**src/rtl/escalonador_semaforos.sv**
```systemverilog
// escalonador_semaforos: round-robin scheduler for four vehicle approaches plus a pedestrian crossing.
// Green/yellow/clearance per grant; a latched pedestrian button wins the next decision point.
module escalonador_semaforos #(
    parameter logic [7:0] T_VERDE    = 8'd4,
    parameter logic [7:0] T_AMARELO  = 8'd2,
    parameter logic [7:0] T_LIMPEZA  = 8'd1,
    parameter logic [7:0] T_PEDESTRE = 8'd3
) (
    input  logic        clk,
    input  logic        rst,
    input  logic [3:0]  req,
    input  logic        bt,
    output logic [11:0] luz,
    output logic        pedestre,
    output logic [1:0]  concede,
    output logic        ocioso
);
    typedef enum logic [2:0] {OCIOSO, VERDE, AMARELO, LIMPEZA, PEDESTRE} state_t;

    // A zero duration is illegal and behaves as one cycle.
    localparam logic [7:0] L_V = (T_VERDE    == 8'd0) ? 8'd0 : T_VERDE    - 8'd1;
    localparam logic [7:0] L_A = (T_AMARELO  == 8'd0) ? 8'd0 : T_AMARELO  - 8'd1;
    localparam logic [7:0] L_L = (T_LIMPEZA  == 8'd0) ? 8'd0 : T_LIMPEZA  - 8'd1;
    localparam logic [7:0] L_P = (T_PEDESTRE == 8'd0) ? 8'd0 : T_PEDESTRE - 8'd1;

    state_t      r_state, w_state;
    logic [7:0]  r_timer, w_timer;
    logic [1:0]  r_ptr, w_ptr, w_grant, w_idx;
    logic        r_pend, w_pend;
    logic        w_decide;

    always_ff @(posedge clk or negedge rst) begin
        if (!rst) begin
            r_state <= OCIOSO;
            r_timer <= 8'd0;
            r_ptr   <= 2'd3;
            r_pend  <= 1'b0;
        end else begin
            r_state <= w_state;
            r_timer <= w_timer;
            r_ptr   <= w_ptr;
            r_pend  <= w_pend;
        end
    end

    // Scan ptr+4 down to ptr+1 so the nearest requester after ptr is the last write.
    always_comb begin
        w_grant = r_ptr;
        w_idx   = r_ptr;
        for (int k = 4; k >= 1; k--) begin
            w_idx = r_ptr + 2'(k);
            if (req[w_idx]) w_grant = w_idx;
        end
    end

    assign w_decide = (r_state == OCIOSO) ||
                      (r_timer == 8'd0 && (r_state == LIMPEZA || r_state == PEDESTRE));

    always_comb begin
        w_state = r_state;
        w_timer = r_timer - 8'd1;
        w_ptr   = r_ptr;
        w_pend  = r_pend | (bt && r_state != PEDESTRE);
        if (r_timer == 8'd0 && r_state == VERDE) begin
            w_state = AMARELO;
            w_timer = L_A;
        end else if (r_timer == 8'd0 && r_state == AMARELO) begin
            w_state = LIMPEZA;
            w_timer = L_L;
        end else if (w_decide) begin
            if (r_state != PEDESTRE && (r_pend || bt)) begin
                w_state = PEDESTRE;
                w_timer = L_P;
                w_pend  = 1'b0;
            end else if (|req) begin
                w_state = VERDE;
                w_timer = L_V;
                w_ptr   = w_grant;
            end else begin
                w_state = OCIOSO;
                w_timer = 8'd0;
            end
        end
    end

    for (genvar g = 0; g < 4; g++) begin : g_luz
        assign luz[3*g +: 3] = (r_ptr == 2'(g) && r_state == VERDE)   ? 3'b001 :
                               (r_ptr == 2'(g) && r_state == AMARELO) ? 3'b010 : 3'b100;
    end

    assign pedestre = (r_state == PEDESTRE);
    assign ocioso   = (r_state == OCIOSO);
    assign concede  = r_ptr;
endmodule

```
**config.mk**
```make
export PLATFORM = sky130hd
export DESIGN_NAME = escalonador_semaforos
export DESIGN_NICKNAME = d
export VERILOG_FILES = /design/src/rtl/escalonador_semaforos.sv
export SDC_FILE = /design/constraint.sdc
export NUM_CORES = 1
export LEC_CHECK = 0
export ABC_AREA = 1
export BUFFER_PORTS_ARGS = -buffer_cell sky130_fd_sc_hd__buf_2
export CAP_MARGIN = 20
export CORE_AREA = 5 5 49 51
export DETAILED_ROUTE_END_ITERATION = 7
export DIE_AREA = 0 0 54 56
export PLACE_DENSITY = 0.9
export SLEW_MARGIN = 20
export SYNTH_ARGS = -nofsm -noshare
export SYNTH_HDL_FRONTEND = slang
export SYNTH_SLANG_ARGS = --single-unit
```
**constraint.sdc**
```tcl
create_clock -name clk -period 3.8 [get_ports clk]
set_input_delay 0.19 -clock clk [delete_from_list [all_inputs] [get_ports clk]]
set_output_delay 0.19 -clock clk [all_outputs]
set_load 0.05 [all_outputs]
```
==> results.md <==
- Max transition margin: 73.6%
- Worst Setup EP: luz[8]
- Largest net degree at the start of global routing: 15
- Worst Setup End Kind: output pin
- Critical Path AT: 1710 ps
- Port buffer count: 22
- CTS tree: built
- Crit path max fanout: 12
- Clock-pin transition on the worst setup and hold timing paths: 90 ps
- Top-area cell type share of the netlist area: 28.7%
- Slew @ Worst Pin: 393 ps
- Minimum clock period: 1900 ps
- Setup TNS: 0 ps
- CTS HTree Levels: 1
- Placement row count: 16
- Share of flip-flops with an asynchronous set or reset: 100%
- Synth Cell Area: 1050 um2
- Postcts setup bufs: 0
- Initial antenna violation count: 0
- Worst R2R Setup Slack: 2090 ps
- Final HPWL DP: 1870 um
- M3 GR Usage: 1.61%
- Static leakage: 0.000637 uW
- Syn-to-layout area delta: 17.5%
- Fin cells: 206
- Chip width: 54 um
- # setup viols final: 0
- GRT met1 Usage: 20.6%
- Required @ worst endpoint: 3610 ps
- Core ar.: 1900 um2
- Total Routing Usage GR: 17.3%
- Ports: 23
- Ratio of cells with drive above 1 in the final layout: 23.5%
- Power Dens Cells: 220 nW/um2
- Slew Limit Fails: 0
- Area contributors post-synth: dfrtp_1 (29%), nand2_1 (13%), inv_1 (10%), ha_1 (7.2%), nor2_1 (6.8%)
- First-pass GRT wire length: 4010 um
- Die area: 3020 um2
- Clock skew: 8.44 ps
- Hold WC Path Type: in2reg
- Sequential power share: 55.1%
- F_max: 527 MHz
- Placed instance count: 201
- Commonest non-fill, non-tap cell in the layout: nand2_1
- # fillers: 172
- WHS: 248 ps
- Number of global-route vias before repair: 955
- EDFF count, synth: 0
- Total power: 270 uW
- Most frequent cells in the layout: nand2_1 (37), inv_1 (28), buf_2 (22), nor2_1 (19), dfrtp_1 (12)
- Hold Violations, Final: 0
- CP Class: reg2out
- Vias: 990
- GRT busiest layer: met2
- Reg2reg end: concede[0]
- GPL Wtd Cong: 0.846
- Yosys reg bits: 14
- Die height: 56 um
- Avg Vias per Cell: 4.81
- Starting Density: 55.0%
- Total CTS buffers: 3
- Register area share after synthesis: 33.7%
- Post-route ant nets: 0
- Mapped Cells: 153
- Startpoint Class: register
- Outcome: complete, no violations
- Inserted Diodes: 0
- Post-detailed-routing wire length: 2330 um
- Mean Syn Cell Area: 6.84 um2
- Root Driver: clkbuf_4
- Yosys top cell by area: dfrtp_1
- Max clock buf depth: 2
- CP Launch Point: concede[0]
- Reg2reg path depth: 9
- Drt wl/cell: 11.3 um
- Fin crit share: 49.9%
- Switching power of the nets: 58.0 uW
- IR drop worst, VDD: 0.000144 V
- Final Util: 64.6%
- Comb power frac: 5.1%
- Sw Ratio: 21.5%
- DR iter-0 viols: 18
- Grt total ovfl: 0
- Worst R2R Start: concede[0]
- Net Count, Synth: 166
- Netlist cell types: 26
- YS warnings: 0
- Pint: 212 uW
- Fin nets: 193
- CTS sink count: 14
- Hold depth: 3
- First-pass DRT Iterations: 4
- Clock Power Share: 39.8%
- Worst-skew pair later-pin latency: 280 ps
- RSZ-0062 raised after global routing: no
- Top_reg_cell synth: dfrtp_1
- Max_cap viols: 0
- Remaining DRCs: 0
- Met2 Use GR: 30.3%
-- logic make-up (layout without fill, tap and decap cells) --
family / after synthesis / after routing / synth area share (%)
buf+inv: 32 / 58 / 11.8
xor+xnor: 5 / 5 / 4.19
fa+ha+maj: 6 / 6 / 7.18
flops: 14 / 14 / 33.7
compound gates: 18 / 18 / 9.69
simple gates: 78 / 78 / 33.4
-- power by group through the flow --
stage,logic [uW],clock network [uW],registers (uW)
after floorplan,5.56,0,152
after global placement,12.3,0,152
after detailed placement,13.0,0,152
after CTS,13.8,112,149
after global routing,15.8,117,149
final,13.8,107,149
-- how the worst min path moves through the flow --
stage               slack [ps]  start    endpoint
floorplan                 -110    rst      r_pend
global route               260     bt      r_pend
global placement           100    rst  r_state[0]
detailed placement         100    rst  r_state[1]
CTS                        240     bt      r_pend
finish                     250     bt      r_pend
-- Yosys cell counts (2+ instances only) --
| master | n |
|---|---|
| o21ai_1 | 2 |
| nand2_2 | 3 |
| o21ai_0 | 6 |
| nand3_1 | 9 |
| ha_1 | 6 |
| a21oi_1 | 6 |
| nor2_2 | 4 |
| inv_1 | 28 |
| inv_2 | 2 |
| nor2_1 | 19 |
| dfstp_2 | 2 |
| xor2_1 | 4 |
| nand4_1 | 2 |
| nand2_1 | 37 |
| dfrtp_1 | 12 |
-- through the flow --
stage	worst slack, ps	instance area [um2]
2_1_floorplan	1990	1050
3_3_place_gp	2220	1180
3_5_place_dp	2110	1180
4_1_cts	1880	1230
5_1_grt	1760	1230
6_report	1900	1230
-- critical path, cell delays in order (launching register included) --
cell and delay, ps:
dfstp_2 660, inv_2 100, ha_1 210, inv_1 90, a21oi_1 50, inv_1 50
buf_2 250
-- area by class of cell --
class	count	area [um2]	share of cell area (%)
Inverter	31	116	9.47
Sequential cell	14	353	28.7
Timing Repair Buffer	23	120	9.78
Multi-Input combinational cell	107	569	46.3
Tap cell	27	33.8	2.75
Clock buffer	4	36.3	2.95
-- state kept, by name, indices dropped and copies added (netlist names) --
signal,cells
r_timer,8
concede,2
r_state,3
r_pend,1
-- layer usage --
layer	wire length [um]	part of all wire [%]	up-vias
met4	25	1.1	0
met3	32	1.4	4
li1	-	-	522
met1	967	41	451
met5	0	0	-
met2	1310	56	13
-- timing repair --
item                       CTS  global route
setup endpoints to repair    0             0
hold endpoints to repair    12             0
resized for setup            0             0
hold buffers                 1             0
No activity file was read; power rests on OpenSTA's default activity.
